[config.mk]
export PLATFORM = sky130hd
export DESIGN_NAME = node_snapshot_unit_flat
export DESIGN_NICKNAME = d
export VERILOG_FILES = /design/src/rtl/node_pkg.sv /design/src/rtl/node_snapshot_unit_if.sv /design/src/rtl/snapshot_bank.sv /design/src/rtl/node_snapshot_unit.sv /design/src/flat_wrapper.sv
export SDC_FILE = /design/constraint.sdc
export NUM_CORES = 1
export LEC_CHECK = 0
export BUFFER_PORTS_ARGS = -buffer_cell sky130_fd_sc_hd__buf_2
export CORE_MARGIN = 4
export CORE_UTILIZATION = 40
export CTS_CLUSTER_SIZE = 28
export DETAILED_ROUTE_END_ITERATION = 10
export PLACE_DENSITY_LB_ADDON = 0.05
export SLEW_MARGIN = 20
export SYNTH_ARGS = -nofsm -noshare
export SYNTH_HDL_FRONTEND = slang
export SYNTH_SLANG_ARGS = --single-unit
export TNS_END_PERCENT = 5
[constraint.sdc]
create_clock -name clk -period 13.4 [get_ports clk]
set_clock_uncertainty 0.1 [all_clocks]
set_input_delay 1.34 -clock clk [delete_from_list [all_inputs] [get_ports clk]]
set_output_delay 1.34 -clock clk [all_outputs]
set_load 0.02 [all_outputs]
[src/rtl/node_pkg.sv]
// Shared types and constants for the node readout chain.
package node_pkg;

    localparam int VAL_W_DEF = 32;
    localparam int POS_W_DEF = 32;
    localparam int SEQ_W     = 16;

    typedef enum logic {
        IDLE  = 1'b0,
        DRAIN = 1'b1
    } state_t;

endpackage

[src/rtl/node_snapshot_unit_if.sv]
// Snapshot output stream from node_snapshot_unit to the host/logging side.
interface node_snapshot_unit_if #(
    parameter int NUM_NODES = 3,
    parameter int VAL_W     = 32,
    parameter int POS_W     = 32
) ();
    import node_pkg::*;

    localparam int IDX_W = $clog2(NUM_NODES);

    // A beat transfers on every cycle where out_valid && out_ready; while
    // out_valid is high and out_ready low, all out_* hold stable, and
    // out_valid never drops before the out_last beat has transferred.
    logic             out_valid;
    logic             out_ready;
    logic [IDX_W-1:0] out_index;
    logic [VAL_W-1:0] out_val;
    logic [POS_W-1:0] out_pos;
    logic             out_last;
    logic [SEQ_W-1:0] out_seq;
    logic             overrun;

    modport master (
        output out_valid, out_index, out_val, out_pos, out_last, out_seq, overrun,
        input  out_ready
    );

    modport slave (
        input  out_valid, out_index, out_val, out_pos, out_last, out_seq, overrun,
        output out_ready
    );

endinterface

[src/rtl/snapshot_bank.sv]
// One NUM_NODES-entry capture bank: parallel load of both buses, indexed read.
module snapshot_bank #(
    parameter int NUM_NODES = 3,
    parameter int VAL_W     = 32,
    parameter int POS_W     = 32,
    parameter int IDX_W     = 2
) (
    input  logic                       clk,
    input  logic                       rst_n,
    input  logic                       load,
    input  logic [NUM_NODES*VAL_W-1:0] val_bus,
    input  logic [NUM_NODES*POS_W-1:0] pos_bus,
    input  logic [IDX_W-1:0]           rd_idx,
    output logic [VAL_W-1:0]           rd_val,
    output logic [POS_W-1:0]           rd_pos
);

    logic [VAL_W-1:0] vals [NUM_NODES];
    logic [POS_W-1:0] poss [NUM_NODES];

    always_ff @(posedge clk) begin
        if (!rst_n) begin
            for (int i = 0; i < NUM_NODES; i++) begin
                vals[i] <= '0;
                poss[i] <= '0;
            end
        end else if (load) begin
            for (int i = 0; i < NUM_NODES; i++) begin
                vals[i] <= val_bus[i*VAL_W +: VAL_W];
                poss[i] <= pos_bus[i*POS_W +: POS_W];
            end
        end
    end

    // Out-of-range indices (non power-of-two NUM_NODES) read as zero.
    always_comb begin
        rd_val = '0;
        rd_pos = '0;
        for (int i = 0; i < NUM_NODES; i++) begin
            if (rd_idx == IDX_W'(i)) begin
                rd_val = vals[i];
                rd_pos = poss[i];
            end
        end
    end

endmodule

[src/rtl/node_snapshot_unit.sv]
// Captures all node outputs on a decimated timestep and streams them one node
// per beat. NODE_SNAPSHOT_DOUBLE_BUFFER_EN adds a second bank for a pending snapshot.
module node_snapshot_unit
    import node_pkg::*;
#(
    parameter int NUM_NODES = 3,
    parameter int VAL_W     = VAL_W_DEF,
    parameter int POS_W     = POS_W_DEF,
    parameter int DECIM     = 1
) (
    input  logic                       clk,
    input  logic                       rst_n,
    input  logic                       step_done,
    input  logic [NUM_NODES*VAL_W-1:0] nodeval_bus,
    input  logic [NUM_NODES*POS_W-1:0] nodepos_bus,
    node_snapshot_unit_if.master       snap,
    output state_t                     fsm_state
);

    localparam int IDX_W  = $clog2(NUM_NODES);
    localparam int DCNT_W = (DECIM > 1) ? $clog2(DECIM) : 1;
`ifdef NODE_SNAPSHOT_DOUBLE_BUFFER_EN
    localparam int NBANKS = 2;
`else
    localparam int NBANKS = 1;
`endif

    state_t            state_q, state_d;
    logic              valid_q, valid_d;
    logic [IDX_W-1:0]  idx_q, idx_d;
    logic [VAL_W-1:0]  val_q, val_d;
    logic [POS_W-1:0]  pos_q, pos_d;
    logic              last_q, last_d;
    logic [SEQ_W-1:0]  oseq_q, oseq_d;
    logic              ovr_q, ovr_d;
    logic [SEQ_W-1:0]  seq_cnt_q, seq_cnt_d;
    logic [DCNT_W-1:0] dcnt_q;
`ifdef NODE_SNAPSHOT_DOUBLE_BUFFER_EN
    logic              act_q, act_d;
    logic              pend_q, pend_d;
    logic [SEQ_W-1:0]  pend_seq_q, pend_seq_d;
    logic              src;
`endif

    logic              eligible, hs, fin;
    logic [IDX_W-1:0]  idx_inc, rd_idx;
    logic [VAL_W-1:0]  nxt_val;
    logic [POS_W-1:0]  nxt_pos;
    logic [NBANKS-1:0] load;
    logic [VAL_W-1:0]  bank_val [NBANKS];
    logic [POS_W-1:0]  bank_pos [NBANKS];

    assign eligible = step_done && (dcnt_q == '0);
    assign hs       = valid_q && snap.out_ready;
    assign fin      = hs && last_q;
    assign idx_inc  = idx_q + IDX_W'(1);
    // On the last beat the next data is entry 0 of the pending bank.
    assign rd_idx   = last_q ? '0 : idx_inc;

    for (genvar b = 0; b < NBANKS; b++) begin : g_bank
        snapshot_bank #(
            .NUM_NODES(NUM_NODES),
            .VAL_W    (VAL_W),
            .POS_W    (POS_W),
            .IDX_W    (IDX_W)
        ) u_bank (
            .clk    (clk),
            .rst_n  (rst_n),
            .load   (load[b]),
            .val_bus(nodeval_bus),
            .pos_bus(nodepos_bus),
            .rd_idx (rd_idx),
            .rd_val (bank_val[b]),
            .rd_pos (bank_pos[b])
        );
    end

`ifdef NODE_SNAPSHOT_DOUBLE_BUFFER_EN
    assign src     = last_q ? ~act_q : act_q;
    assign nxt_val = bank_val[src];
    assign nxt_pos = bank_pos[src];
`else
    assign nxt_val = bank_val[0];
    assign nxt_pos = bank_pos[0];
`endif

    always_ff @(posedge clk) begin
        if (!rst_n) begin
            dcnt_q <= '0;
        end else if (step_done) begin
            dcnt_q <= (dcnt_q == DCNT_W'(DECIM - 1)) ? '0 : dcnt_q + DCNT_W'(1);
        end
    end

    always_comb begin
        state_d   = state_q;
        valid_d   = valid_q;
        idx_d     = idx_q;
        val_d     = val_q;
        pos_d     = pos_q;
        last_d    = last_q;
        oseq_d    = oseq_q;
        ovr_d     = ovr_q;
        seq_cnt_d = seq_cnt_q;
        load      = '0;
`ifdef NODE_SNAPSHOT_DOUBLE_BUFFER_EN
        act_d      = act_q;
        pend_d     = pend_q;
        pend_seq_d = pend_seq_q;
`endif
        unique case (state_q)
            IDLE: begin
                if (eligible) begin
                    state_d   = DRAIN;
                    valid_d   = 1'b1;
                    idx_d     = '0;
                    val_d     = nodeval_bus[VAL_W-1:0];
                    pos_d     = nodepos_bus[POS_W-1:0];
                    last_d    = 1'b0;
                    oseq_d    = seq_cnt_q;
                    seq_cnt_d = seq_cnt_q + SEQ_W'(1);
`ifdef NODE_SNAPSHOT_DOUBLE_BUFFER_EN
                    load[act_q] = 1'b1;
`else
                    load[0] = 1'b1;
`endif
                end
            end
            DRAIN: begin
                if (fin) begin
                    idx_d  = '0;
                    last_d = 1'b0;
`ifdef NODE_SNAPSHOT_DOUBLE_BUFFER_EN
                    if (pend_q) begin
                        act_d  = ~act_q;
                        val_d  = nxt_val;
                        pos_d  = nxt_pos;
                        oseq_d = pend_seq_q;
                        pend_d = 1'b0;
                        // The bank just finished is free again for a coincident capture.
                        if (eligible) begin
                            load[act_q] = 1'b1;
                            pend_d      = 1'b1;
                            pend_seq_d  = seq_cnt_q;
                            seq_cnt_d   = seq_cnt_q + SEQ_W'(1);
                        end
                    end else
`endif
                    if (eligible) begin
                        val_d     = nodeval_bus[VAL_W-1:0];
                        pos_d     = nodepos_bus[POS_W-1:0];
                        oseq_d    = seq_cnt_q;
                        seq_cnt_d = seq_cnt_q + SEQ_W'(1);
`ifdef NODE_SNAPSHOT_DOUBLE_BUFFER_EN
                        act_d        = ~act_q;
                        load[~act_q] = 1'b1;
`else
                        load[0] = 1'b1;
`endif
                    end else begin
                        state_d = IDLE;
                        valid_d = 1'b0;
                    end
                end else begin
                    if (hs) begin
                        idx_d  = idx_inc;
                        val_d  = nxt_val;
                        pos_d  = nxt_pos;
                        last_d = (idx_inc == IDX_W'(NUM_NODES - 1));
                    end
                    if (eligible) begin
`ifdef NODE_SNAPSHOT_DOUBLE_BUFFER_EN
                        if (!pend_q) begin
                            load[~act_q] = 1'b1;
                            pend_d       = 1'b1;
                            pend_seq_d   = seq_cnt_q;
                            seq_cnt_d    = seq_cnt_q + SEQ_W'(1);
                        end else begin
                            ovr_d = 1'b1;
                        end
`else
                        ovr_d = 1'b1;
`endif
                    end
                end
            end
            default: state_d = IDLE;
        endcase
    end

    always_ff @(posedge clk) begin
        if (!rst_n) begin
            state_q   <= IDLE;
            valid_q   <= 1'b0;
            idx_q     <= '0;
            val_q     <= '0;
            pos_q     <= '0;
            last_q    <= 1'b0;
            oseq_q    <= '0;
            ovr_q     <= 1'b0;
            seq_cnt_q <= '0;
`ifdef NODE_SNAPSHOT_DOUBLE_BUFFER_EN
            act_q      <= 1'b0;
            pend_q     <= 1'b0;
            pend_seq_q <= '0;
`endif
        end else begin
            state_q   <= state_d;
            valid_q   <= valid_d;
            idx_q     <= idx_d;
            val_q     <= val_d;
            pos_q     <= pos_d;
            last_q    <= last_d;
            oseq_q    <= oseq_d;
            ovr_q     <= ovr_d;
            seq_cnt_q <= seq_cnt_d;
`ifdef NODE_SNAPSHOT_DOUBLE_BUFFER_EN
            act_q      <= act_d;
            pend_q     <= pend_d;
            pend_seq_q <= pend_seq_d;
`endif
        end
    end

    assign snap.out_valid = valid_q;
    assign snap.out_index = idx_q;
    assign snap.out_val   = val_q;
    assign snap.out_pos   = pos_q;
    assign snap.out_last  = last_q;
    assign snap.out_seq   = oseq_q;
    assign snap.overrun   = ovr_q;
    assign fsm_state      = state_q;

endmodule

[src/flat_wrapper.sv]
// flat-port wrapper written by rule: the top's interface ports become plain ports
module node_snapshot_unit_flat import node_pkg::*;
#(
    parameter int NUM_NODES = 3,
    parameter int VAL_W     = VAL_W_DEF,
    parameter int POS_W     = POS_W_DEF,
    parameter int DECIM     = 1
)
  (clk, rst_n, step_done, nodeval_bus, nodepos_bus, fsm_state, snap_out_valid, snap_out_index, snap_out_val, snap_out_pos, snap_out_last, snap_out_seq, snap_overrun, snap_out_ready);
  node_snapshot_unit_if #(.NUM_NODES(NUM_NODES), .VAL_W(VAL_W), .POS_W(POS_W)) snap_i ();
  input  logic clk;
  input  logic rst_n;
  input  logic step_done;
  input  logic [NUM_NODES*VAL_W-1:0] nodeval_bus;
  input  logic [NUM_NODES*POS_W-1:0] nodepos_bus;
  output state_t fsm_state;
  output wire logic [$bits(snap_i.out_valid)-1:0] snap_out_valid;
  output wire logic [$bits(snap_i.out_index)-1:0] snap_out_index;
  output wire logic [$bits(snap_i.out_val)-1:0] snap_out_val;
  output wire logic [$bits(snap_i.out_pos)-1:0] snap_out_pos;
  output wire logic [$bits(snap_i.out_last)-1:0] snap_out_last;
  output wire logic [$bits(snap_i.out_seq)-1:0] snap_out_seq;
  output wire logic [$bits(snap_i.overrun)-1:0] snap_overrun;
  input wire logic [$bits(snap_i.out_ready)-1:0] snap_out_ready;
  assign snap_out_valid = snap_i.out_valid;
  assign snap_out_index = snap_i.out_index;
  assign snap_out_val = snap_i.out_val;
  assign snap_out_pos = snap_i.out_pos;
  assign snap_out_last = snap_i.out_last;
  assign snap_out_seq = snap_i.out_seq;
  assign snap_overrun = snap_i.overrun;
  assign snap_i.out_ready = snap_out_ready;
  node_snapshot_unit #(.NUM_NODES(NUM_NODES), .VAL_W(VAL_W), .POS_W(POS_W), .DECIM(DECIM)) u_core (.clk(clk), .rst_n(rst_n), .step_done(step_done), .nodeval_bus(nodeval_bus), .nodepos_bus(nodepos_bus), .snap(snap_i), .fsm_state(fsm_state));
endmodule
After elaboration in Yosys (flattened, before gate mapping)
Memory sizes are Yosys's and may differ from the RTL's.
Cells that the tools add are included.
- memories kept: 2
- input port bits: 196
- word-level logic and storage cells: 87
- flip-flop bits (word level): 103
- memory bits (writable): 192
- output and inout port bits: 86
- memory list (name ; depth ; bits a word ; rd ports ; clocked after memory_dff ; wr ports ; RTL line ; RTL):
    u_core.g_bank[0].u_bank.poss ; 3 ; 32 ; 3 ; 0 ; 3 ; snapshot_bank.sv:19 ; logic [POS_W-1:0] poss [NUM_NODES];
    u_core.g_bank[0].u_bank.vals ; 3 ; 32 ; 3 ; 0 ; 3 ; snapshot_bank.sv:18 ; logic [VAL_W-1:0] vals [NUM_NODES];
- equality and inequality tests: 7
- bitwise logic cells: 9
- muxes and demuxes: 49
- $add $sub $neg: 3
- reductions and logical operators: 7
- operators by type and width (operator ; count):
    2-to-1 mux 32 bit ; 18
    one-hot mux 32 bit (2 select lines) ; 2
    2-to-1 mux 16 bit ; 4
    one-hot mux 16 bit (2 select lines) ; 2
    adder 16 x 1 -> 16 bit, second input constant ; 1
    2-to-1 mux 1 bit ; 14
    2-to-1 mux 2 bit ; 4
    one-hot mux 1 bit (2 select lines) ; 4
    OR 1 bit ; 6
    AND reduction 3 bit ; 2
    equality test 2 bit, second input constant ; 2
    inequality test 2 bit, second input constant ; 2
    one-hot mux 2 bit (2 select lines) ; 1
    logical AND 1 bit ; 3
    inequality test 3 bit, second input constant ; 1
    inverter 1 bit ; 3
    adder 2 x 1 -> 2 bit, second input constant ; 1
    equality test 2 x 1 -> 1 bit, second input constant ; 1
    logical NOT 2 bit ; 1
    inequality test 2 x 1 -> 1 bit, second input constant ; 1
    AND reduction 2 bit ; 1
    adder 1 bit, second input constant ; 1

Longest topological paths before layout
Gate-level depths: netlist of the first run.
- depth after elaboration: 9
- gate-level depth with buffers: 7
- depth with buffers taken out: 6

Cells and area by module
A second synthesis of the first run with hierarchy kept.
- cell total of the unflattened synthesis: 1058
- area, all modules: 12559.5 um^2
- by module, submodules not included (module ; times used ; area each (um^2) ; seq. area each (um^2) ; cells each):
    snapshot_bank ; 1 ; 8513.2 ; 5765.5 ; 577
    node_snapshot_unit ; 1 ; 4046.4 ; 2042.0 ; 481

Worst setup path before layout of the first run
Ideal clock, no wire load.
- kind: input to register
- start: in step_done
- end: mem u_core.g_bank[0].u_bank.poss[0][0], enable pin
- stages on the path: 5
- buffers on the path: 2
- arrival: 5.351 ns
- required time: 11.767 ns
- setup slack: 6.415 ns
- library setup time: 1.533 ns
- cell sequence: buf_2 > and4_1 > nor2_4 > clkbuf_1 > nand2_1
- RTL lines (what ; RTL line ; RTL):
    from (decl) ; flat_wrapper.sv:13 ; input logic step_done;
    to (decl) ; snapshot_bank.sv:19 ;

Worst setup path after layout of the first run
- start: reg u_core.idx_q[0], in the netlist u_core.snap.out_index[0]
- end: reg u_core.pos_q[27], in the netlist u_core.snap.out_pos[27]
- longest elaborated chain between the ends: 9
- elaborated cells on any way between the ends: 11
- classes of those cells: add/sub: 1; eq/ne: 2; mux: 7; reduce/logical: 1
- RTL lines (what ; RTL line ; RTL):
    from (decl) ; node_snapshot_unit.sv:30 ; logic [IDX_W-1:0] idx_q, idx_d;
    from (signal assigned) ; node_snapshot_unit.sv:210 ; idx_q <= idx_d;
    adder 2 x 1 -> 2 bit (*) ; node_snapshot_unit.sv:56 ; assign idx_inc = idx_q + IDX_W'(1);
    2-to-1 mux 2 bit (*) ; node_snapshot_unit.sv:58 ; assign rd_idx = last_q ? '0 : idx_inc;
    logical NOT 2 bit ; snapshot_bank.sv:40 ; if (rd_idx == IDX_W'(i)) begin
    2-to-1 mux 32 bit (2 in series) ; snapshot_bank.sv:40 ;
    2-to-1 mux 32 bit (*) ; snapshot_bank.sv:40 ;
    2-to-1 mux 32 bit (*) ; node_snapshot_unit.sv:165 ; if (hs) begin
    2-to-1 mux 32 bit (*) ; node_snapshot_unit.sv:130 ; if (fin) begin
    one-hot mux 32 bit (2 select lines) (*) ; node_snapshot_unit.sv:111 ; unique case (state_q)
    to (signal assigned) ; node_snapshot_unit.sv:212 ; pos_q <= pos_d;
    to (decl) ; node_snapshot_unit.sv:32 ; logic [POS_W-1:0] pos_q, pos_d;
Mark *: on every way between the ends. The rest lies on a longest branch, timed or not. The select of a mux whose other input is x is not followed.
A chain may end at the register's enable or synchronous reset.

==> impl_metrics.env, run 1 <==
export IMPL_status="complete, no violations"
export IMPL_cts_path_max_buffers=3
export IMPL_setup_ws_ns=9.621
export IMPL_seq_area_sq_mm=0.007811
export IMPL_ys_types=51
export IMPL_initial_utilization=0.4103
export IMPL_grt_usage=0.2005
export IMPL_overflow=0
export IMPL_cts_root_buffer="clkbuf_16"
export IMPL_multi_input_area_sq_mm=0.004079
export IMPL_gp_congestion=0.7277
export IMPL_hpwl_mm=20.11
export IMPL_cts_tree="yes"
export IMPL_io_buffers=281
export IMPL_drtAntennaViolNets=0
export IMPL_syn_inst=1063
export IMPL_drc_errors=0
export IMPL_async_flop_share=0
export IMPL_synth_edf_count=192
export IMPL_max_stage_delay_ns=0.96
export IMPL_vias_per_cell=5.526
export IMPL_io_pins=282
export IMPL_clk_transition_reported_paths_ns=0.06
export IMPL_slew_headroom=0.2582
export IMPL_grt_max_degree=136
export IMPL_cp_cell_sequence="ha_4 -> and2_2 -> buf_4 -> a221oi_1 -> nor3_1"
export IMPL_fmax_mhz=264.7
export IMPL_path_max_fanout=69
export IMPL_min_period_ns=3.779
export IMPL_ys_seq_area_frac=0.6352
export IMPL_grt_setup_unrepaired="false"
export IMPL_htree_levels=2
export IMPL_die_w_um=183.3
export IMPL_grt_pass1_wl_mm=53.75
export IMPL_firstDrtPassIters=5
export IMPL_worstPathRequired_ns=13.71
export IMPL_ys_warn_count=0
export IMPL_hold_slack_ns=0.3498
export IMPL_ys_seq_elements=294
export IMPL_ys_top_cells_by_count="and3_1 (192), edfxtp_1 (192), dfxtp_1 (102)"
export IMPL_peakVddDrop_uv=67.47
export IMPL_finalSetupTns_ns=0
export IMPL_rows=63
export IMPL_startpoint_type="flop"
export IMPL_grt_pass1_vias=9375
export IMPL_cts_sinks=294
export IMPL_drt_iter0_markers=682
export IMPL_cp_end_kind="flop"
export IMPL_crit_type="flop to flop"
export IMPL_synthTopCellsByArea="edfxtp_1 (47%), dfxtp_1 (17%), and3_1 (9.8%)"
export IMPL_crit_buf_inv=1
export IMPL_maxSlewViolCount=0
export IMPL_syn_avg_cell_area_sq_um=11.56
export IMPL_worstMarginPinSlew_ns=1.113
export IMPL_cts_hold_buf=0
export IMPL_netlist_area_leader_share=0.4691
export IMPL_clock_latency_ns=0.50
export IMPL_syn_area_sq_mm=0.01229
export IMPL_numCtsBuffers=35
export IMPL_max_cap_violations=0
export IMPL_areaGrowthSynthToFinish_pct=21.79
export IMPL_finish_net_count=1482
export IMPL_post_drt_wl_per_cell_um=20.79
export IMPL_n_fill_cell=2814
export IMPL_syn_nets=1261
export IMPL_post_cts_buffers=0
export IMPL_vias=9411
export IMPL_pwr_density_cell_mw_per_mm2=144.5
export IMPL_cp_top_family="flip-flops"
export IMPL_dp_slack_ns=9.399
export IMPL_antenna_found_initial=9
export IMPL_reg2reg_slack_ns=9.62
export IMPL_yosysTopAreaCell="edfxtp_1"
export IMPL_worstPathArrival_ns=4.09
export IMPL_hold_viol=0
export IMPL_core_area_sq_mm=0.02995
export IMPL_hold_class="flop to flop"
export IMPL_setup_violations=0
export IMPL_cpMaxStageDelayCell="dfxtp_4"
export IMPL_ys_flop_type="edfxtp_1"
export IMPL_p_leak_nw=6.621
export IMPL_cts_resized=0
export IMPL_drive_above_1_share=0.2712
export IMPL_die_area_sq_mm=0.03360
export IMPL_period_share=0.2820
export IMPL_wl_mm=35.41
export IMPL_chipHeight_um=183.3
==> sequential cells by signal (all words and copies together) (netlist names) <==
register,count
u_core.snap.out_last,1
u_core.seq_cnt_q,16
u_core.snap.out_seq,16
u_core.snap.out_valid,1
u_core.snap.overrun,1
u_core.g_bank.u_bank.poss,96
u_core.snap.out_pos,32
u_core.g_bank.u_bank.vals,96
u_core.fsm_state,1
u_core.snap.out_index,2
u_core.snap.out_val,32
==> report_power, final <==
part	internal, mW	total (mW)	leakage [nW]	switching [mW]
combinational	0.0780	0.211	3.18	0.133
sequential	1.04	1.06	2.91	0.0269
clock	0.532	0.890	0.533	0.358
total	1.65	2.16	6.62	0.518
==> kinds of logic after synthesis <==
kind of cell,count (synthesis),synth area share
AO/OA/AOI/OAI,237,0.1391
XOR/XNOR,6,0.004276
adder cells (fa/ha/maj),2,0.002036
buffers and inverters,110,0.03655
flip-flops,294,0.6352
multiplexers,2,0.001731
AND/OR/NAND/NOR,412,0.1811
==> path summary, 6_finish.rpt <==
check | startpoint | end | cells after the start
worst min-delay path | u_core.snap.out_seq[1] | u_core.snap.out_seq[1] | 2
worst min register to register | u_core.snap.out_seq[1] | u_core.snap.out_seq[1] | 2
worst max-delay path | u_core.snap.out_index[0] | u_core.snap.out_pos[27] | 5
worst max register to register | u_core.snap.out_index[0] | u_core.snap.out_pos[27] | 5
==> per-layer routing <==
layer | vias to the layer above | track usage | part of all wire
met1 | 4559 | 0.2883 | 0.45
met4 | 10 | 0.04827 | 0.014
met3 | 49 | 0.04046 | 0.061
li1 | 4514 | - | -
met5 | - | 0 | 0.0021
met2 | 279 | 0.3146 | 0.47
==> cell usage in the layout (no fill, tap or decap), drive strengths merged, types with 2 or more instances in the layout <==
cell type / Yosys / layout
dfxtp: 102 / 102
and4: 2 / 2
ha: 2 / 2
and3: 192 / 192
clkbuf: 79 / 53
nor2b: 2 / 2
o31ai: 3 / 3
nand4: 4 / 4
or3: 2 / 2
a22o: 63 / 63
a21oi: 31 / 31
edfxtp: 192 / 192
buf: 28 / 291
diode: 0 / 4
nand2b: 2 / 2
a31oi: 2 / 2
inv: 3 / 3
or4b: 2 / 2
nand2: 43 / 43
nor3: 64 / 64
clkinv: 0 / 9
nand3: 7 / 7
o21ai: 66 / 66
xnor2: 5 / 5
or4: 3 / 3
nor2: 84 / 84
o41ai: 2 / 2
a221oi: 63 / 63
==> through the flow <==
step	cells	power (mW)	utilization	instance area, sq um
floorplan	1063	1.206	-	12290
global placement	1637	1.291	0.4633	13880
detailed placement	1637	1.293	0.4633	13880
CTS	1699	2.190	0.4992	14950
global route	1703	2.250	0.4997	14970
finish	1703	2.163	0.4997	14970
==> worst register-to-register path, stage by stage (launching register included) <==
cell      delay (ns)
dfxtp_4         0.96
ha_4            0.91
and2_2          0.73
buf_4           0.56
a221oi_1        0.21
nor3_1          0.22
==> cell type report <==
cell class / instances / area share
inverter: 3 / 0.0007523
antenna: 4 / 0.0006687
timing repair buffer: 291 / 0.09964
sequential: 294 / 0.5219
tap: 390 / 0.03260
clock inverter: 9 / 0.002759
multi-input combinational: 659 / 0.2725
clock buffer: 53 / 0.06921
No activity file was read; power rests on OpenSTA's default activity.
==> run 2, diff against run 1 <==
--- a/config.mk
+++ b/config.mk
@@ -5,6 +5,7 @@
 export SDC_FILE = /design/constraint.sdc
 export NUM_CORES = 1
 export LEC_CHECK = 0
+export ABC_AREA = 1
 export BUFFER_PORTS_ARGS = -buffer_cell sky130_fd_sc_hd__buf_2
 export CORE_MARGIN = 4
 export CORE_UTILIZATION = 40
==> constraint.sdc (replaced) <==
create_clock -name clk -period 3.6 [get_ports clk]
set_clock_uncertainty 0.1 [all_clocks]
set_input_delay 0.36 -clock clk [delete_from_list [all_inputs] [get_ports clk]]
set_output_delay 0.36 -clock clk [all_outputs]
set_load 0.02 [all_outputs]
==> impl_metrics.env, run 2 <==
export IMPL_crit_type="flop to flop"
export IMPL_fin_util=0.4999
export IMPL_n_fill_cell=3172
export IMPL_synth_compound_area_frac=0.06465
export IMPL_post_drt_wl_per_cell_um=17.78
export IMPL_ys_warn_count=0
export IMPL_cts_root_buffer="clkbuf_16"
export IMPL_synthTopCellsByArea="edfxtp_1 (44%), dfxtp_1 (16%), nand3_1 (7.7%)"
export IMPL_cts_resized=0
export IMPL_synth_mux_area_frac=0
export IMPL_synth_top_family_by_area="simple AND/OR/NAND/NOR gates"
export IMPL_hold_viol=0
export IMPL_synth_xor_xnor_area_share=0
export IMPL_firstDrtPassIters=5
export IMPL_cts_hold_buf=0
export IMPL_grt_max_degree=98
export IMPL_die_area_sq_mm=0.03562
export IMPL_layout_common_cells="buf_2 (280), inv_1 (220), nor2_1 (215)"
export IMPL_netlist_area_leader_share=0.4413
export IMPL_htree_levels=2
export IMPL_slew_headroom=0.3041
export IMPL_yosysMostFrequentCell="inv_1"
export IMPL_vias_per_cell=5.043
export IMPL_die_w_um=188.7
export IMPL_cts_path_max_buffers=3
export IMPL_ys_flop_type="edfxtp_1"
export IMPL_cp_end_kind="flop"
export IMPL_drtAntennaViolNets=0
export IMPL_min_period_ns=2.657
export IMPL_areaGrowthSynthToFinish_pct=22.00
export IMPL_gp_congestion=0.7607
export IMPL_clk_transition_reported_paths_ns=0.06
export IMPL_cpMaxStageDelayCell="buf_4"
export IMPL_p_leak_nw=7.385
export IMPL_clock_latency_ns=0.50
export IMPL_status="complete, no violations"
export IMPL_yosysTopAreaCell="edfxtp_1"
export IMPL_period_share=0.7382
export IMPL_cp_cell_sequence="inv_2 -> nand2_2 -> nand3_2 -> inv_2 -> buf_4 -> nand3_1 -> o21ai_0 -> nor2_1"
export IMPL_yosys_area_share_simple=0.2323
export IMPL_ys_types=27
export IMPL_top_regs="u_core.g_bank.u_bank.poss x96, u_core.g_bank.u_bank.vals x96"
export IMPL_antenna_found_initial=1
export IMPL_finalPower_mw=8.905
export IMPL_seq_area_sq_mm=0.007811
export IMPL_chipHeight_um=188.7
export IMPL_cts_tree="yes"
export IMPL_syn_nets=1669
export IMPL_fmax_mhz=376.3
export IMPL_ys_seq_area_frac=0.5976
export IMPL_finalSetupTns_ns=0
export IMPL_syn_inst=1471
export IMPL_maxSlewViolCount=0
export IMPL_hold_class="input pin to flop"
export IMPL_ys_seq_elements=294
export IMPL_core_area_sq_mm=0.03188
export IMPL_drive_above_1_share=0.2103
export IMPL_worstPathRequired_ns=3.88
export IMPL_worstPathArrival_ns=2.93
export IMPL_grt_pass1_wl_mm=59.74
export IMPL_path_max_fanout=71
export IMPL_max_stage_delay_ns=0.74
export IMPL_crit_buf_inv=3
export IMPL_synth_edf_count=192
export IMPL_multi_input_area_sq_mm=0.003961
export IMPL_grt_pass1_vias=10888
export IMPL_max_cap_violations=0
export IMPL_syn_area_sq_mm=0.01306
export IMPL_ys_top_cells_by_count="inv_1 (222), nor2_1 (216), nand3_1 (202)"
export IMPL_worstMarginPinSlew_ns=1.042
export IMPL_numCtsBuffers=34
export IMPL_grt_setup_unrepaired="false"
export IMPL_rows=65
export IMPL_syn_avg_cell_area_sq_um=8.881
export IMPL_async_flop_share=0
export IMPL_pwr_density_cell_mw_per_mm2=558.7
export IMPL_crit_top_cell="inv_2"
export IMPL_post_cts_buffers=0
export IMPL_overflow=0
export IMPL_setup_violations=0
export IMPL_grt_usage=0.2095
export IMPL_peakVddDrop_uv=303.5
export IMPL_io_pins=282
export IMPL_initial_utilization=0.4098
export IMPL_synthAdderAreaFrac=0.001916
export IMPL_startpoint_type="flop"
export IMPL_layout_commonest_cell="buf_2"
export IMPL_drc_errors=0
export IMPL_wl_mm=38.51
export IMPL_cts_sinks=294
export IMPL_io_buffers=281
export IMPL_hpwl_mm=22.95
export IMPL_diodes=0
export IMPL_vias=10923
export IMPL_finish_net_count=1903
export IMPL_cp_top_family="buffers and inverters"
export IMPL_drt_iter0_markers=769
[run 2: cell families after synthesis]
family | count (synthesis)
compound gates | 163
simple gates | 686
fa+ha+maj | 2
buf+inv | 326
flops | 294
[run 2: power breakdown]
part | internal, mW | switching (mW)
clock | 2.15 | 1.34
sequential | 3.90 | 0.125
combinational | 0.409 | 0.979
total | 6.46 | 2.44
[run 2: path summary, 6_finish.rpt]
path	slack (ns)	start	cells past startpoint	end
worst max-delay path	0.94	u_core.snap.out_last	8	u_core.seq_cnt_q[4]
worst max register to register	0.94	u_core.snap.out_last	8	u_core.seq_cnt_q[4]
worst min register to register	0.34	u_core.snap.out_seq[8]	2	u_core.snap.out_seq[8]
worst min-delay path	0.05	nodepos_bus[65]	3	u_core.g_bank[0].u_bank.poss[0][65]
[run 2: area by class of cell]
class,count,area share
multi-input combinational,851,0.2485
sequential,294,0.4901
inverter,225,0.05307
timing repair buffer,299,0.1024
clock inverter,10,0.005731
clock buffer,52,0.06602
tap,435,0.03415
[run 2: metrics by stage]
step	std cells	instance area (sq um)	setup WS [ns]	hold slack [ns]
global route	2166	15940	0.6851	0.04311
floorplan	1471	13070	0.3676	0.3476
CTS	2166	15940	0.9013	0.02981
finish	2166	15940	0.9426	0.04859
detailed placement	2104	14790	0.9146	0.3352
global placement	2104	14790	0.9250	0.3306
[run 2: metal layers]
| layer | GRT usage | wire, um |
|---|---|---|
| met1 | 0.2899 | 17200 |
| met2 | 0.3407 | 17790 |
| met3 | 0.04001 | 2643 |
| met4 | 0.05521 | 852 |
| met5 | 0 | 15 |
[run 2: worst min-delay path, delay by kind of cell]
| kind | cells | cell delay (ns) |
|---|---|---|
| simple gates | 1 | 0.08 |
| buf+inv | 2 | 0.10 |
==> run 3, diff against run 2 <==
==> constraint.sdc (replaced) <==
create_clock -name clk -period 2.1 [get_ports clk]
set_clock_uncertainty 0.1 [all_clocks]
set_input_delay 0.21 -clock clk [delete_from_list [all_inputs] [get_ports clk]]
set_output_delay 0.21 -clock clk [all_outputs]
set_load 0.02 [all_outputs]
==> impl_metrics.env, run 3 (synthesized netlist as in run 2, its figures left out) <==
export IMPL_place_inst=2121
export IMPL_p_leak_nw=8.309
export IMPL_fin_cells=2376
export IMPL_layout_common_cells="buf_2 (280), inv_1 (220), nor2_1 (215)"
export IMPL_hpwl_mm=24.35
export IMPL_crit_buf_inv=2
export IMPL_max_stage_delay_ns=0.47
export IMPL_min_period_ns=1.949
export IMPL_top_regs="u_core.g_bank.u_bank.poss x96, u_core.g_bank.u_bank.vals x96"
export IMPL_diodes=0
export IMPL_fin_area_sq_mm=0.01813
export IMPL_peakVddDrop_uv=448.3
export IMPL_status="complete, no violations"
export IMPL_overflow=0
export IMPL_cts_hold_buf=194
export IMPL_drt_iter0_markers=758
export IMPL_gp_congestion=0.8166
export IMPL_finalPower_mw=15.45
export IMPL_areaGrowthSynthToFinish_pct=38.77
export IMPL_startpoint_type="flop"
export IMPL_place_area_sq_mm=0.01511
export IMPL_cts_sinks=294
export IMPL_layout_commonest_cell="buf_2"
export IMPL_vias_per_cell=4.956
export IMPL_min_to="u_core.snap.out_index[1]"
export IMPL_firstDrtPassIters=5
export IMPL_cp_top_family="buffers and inverters"
export IMPL_drive_above_1_share=0.1958
export IMPL_io_buffers=281
export IMPL_n_fill_cell=2982
export IMPL_cp_cell_sequence="buf_4 -> buf_2"
export IMPL_hold_class="input pin to flop"
export IMPL_clk_transition_reported_paths_ns=0.06
export IMPL_rr_worst_depth=6
export IMPL_cts_path_max_buffers=3
export IMPL_crit_type="flop to output port"
export IMPL_die_w_um=188.7
export IMPL_drc_errors=0
export IMPL_vias=11776
export IMPL_fmax_mhz=513.1
export IMPL_post_cts_buffers=0
export IMPL_r2r_end="u_core.g_bank[0].u_bank.vals[0][51]"
export IMPL_slew_headroom=0.5873
export IMPL_die_area_sq_mm=0.03562
export IMPL_pwr_density_cell_mw_per_mm2=852.5
export IMPL_path_max_fanout=40
export IMPL_grt_pass1_vias=12349
export IMPL_reg2reg_slack_ns=0.24
export IMPL_cts_resized=0
export IMPL_initial_utilization=0.4098
export IMPL_cts_root_buffer="clkbuf_16"
export IMPL_max_cap_violations=0
export IMPL_finish_net_count=2114
export IMPL_chipHeight_um=188.7
export IMPL_worstHoldStart="snap_out_ready"
export IMPL_post_drt_wl_per_cell_um=17.65
export IMPL_worstMarginPinSlew_ns=0.6182
export IMPL_grt_pass1_wl_mm=66.43
export IMPL_maxSlewViolCount=0
export IMPL_clock_latency_ns=0.50
export IMPL_io_pins=282
export IMPL_hold_viol=0
export IMPL_hold_depth=4
export IMPL_cts_tree="yes"
export IMPL_cp_end_kind="output port"
export IMPL_period_share=0.9281
export IMPL_rows=65
export IMPL_setup_violations=0
export IMPL_grt_max_degree=75
export IMPL_wl_mm=41.93
export IMPL_worstPathRequired_ns=1.79
export IMPL_grt_setup_unrepaired="false"
export IMPL_worstPathArrival_ns=1.64
export IMPL_antenna_found_initial=0
export IMPL_drtAntennaViolNets=0
export IMPL_grt_usage=0.2317
export IMPL_r2r_start="u_core.fsm_state"
export IMPL_htree_levels=2
export IMPL_core_area_sq_mm=0.03188
export IMPL_cpMaxStageDelayCell="buf_4"
export IMPL_numCtsBuffers=34
==> run 3: cell types whose count changed in the layout (fill, tap and decap cells not counted), moves of 2 or more <==
cell	previous run	this run
dlygate4sd3_1	0	194
buf_12	7	19
clkbuf_1	8	16
buf_4	12	17
clkbuf_8	7	3
clkinv_1	7	3
dfxtp_1	101	98
nand2_4	0	3
dfxtp_4	1	3
inv_2	4	2
nand2_2	3	1
==> run 3: through the flow <==
stage	utilization	setup slack [ns]	hold slack, ns	setup TNS, ns
floorplan	-	-0.06812	0.2410	-0.6373
global placement	0.4741	0.2572	0.3363	0
detailed placement	0.4741	0.2328	0.3336	0
CTS	0.5686	0.1223	0.09983	0
global route	0.5686	0.08871	0.1509	0
finish	0.5686	0.1509	0.1223	0
==> run 3: how the worst max path moves through the flow <==
stage / from / depth (start not counted) / endpoint
2_1_floorplan: u_core.snap.out_last / 9 / u_core.snap.out_seq[10]
3_3_place_gp: u_core.snap.out_last / 8 / u_core.seq_cnt_q[4]
3_5_place_dp: u_core.fsm_state / 6 / u_core.g_bank[0].u_bank.vals[0][51]
4_1_cts: u_core.snap.out_index[0] / 2 / snap_out_index[0]
5_1_grt: u_core.snap.out_index[0] / 2 / snap_out_index[0]
6_report: u_core.snap.out_index[0] / 2 / snap_out_index[0]
==> run 3: worst register-to-register path, stage by stage (launching register included) <==
cell and delay (ns):
dfxtp_2 0.45, nand2_4 0.10, nand3_2 0.17, clkinv_2 0.15, nand2_8 0.24, buf_4 0.33
nor2_1 0.08
==> run 3: where the power goes <==
part           switching [mW]  internal (mW)
clock                    2.28           3.45
sequential              0.213           6.69
combinational            1.79           1.03
total                    4.28           11.2
==> run 3: metal layers <==
layer	GRT usage	vias up	part of all wire
li1	-	5744	-
met1	0.3041	5588	0.43
met2	0.4008	380	0.49
met4	0.06390	0	0.023
met3	0.03612	64	0.060
met5	0	-	0
==> run 3: area by class of cell <==
type	count	area [sq um]	share of cell area
clock buffers	56	1027	0.05666
clock inverters	5	46.29	0.002554
inverters	225	860.8	0.04748
multi-input cells	851	3979	0.2195
flip-flops and latches	294	7820	0.4314
well taps	435	544.3	0.03002
repair buffers	510	3851	0.2124
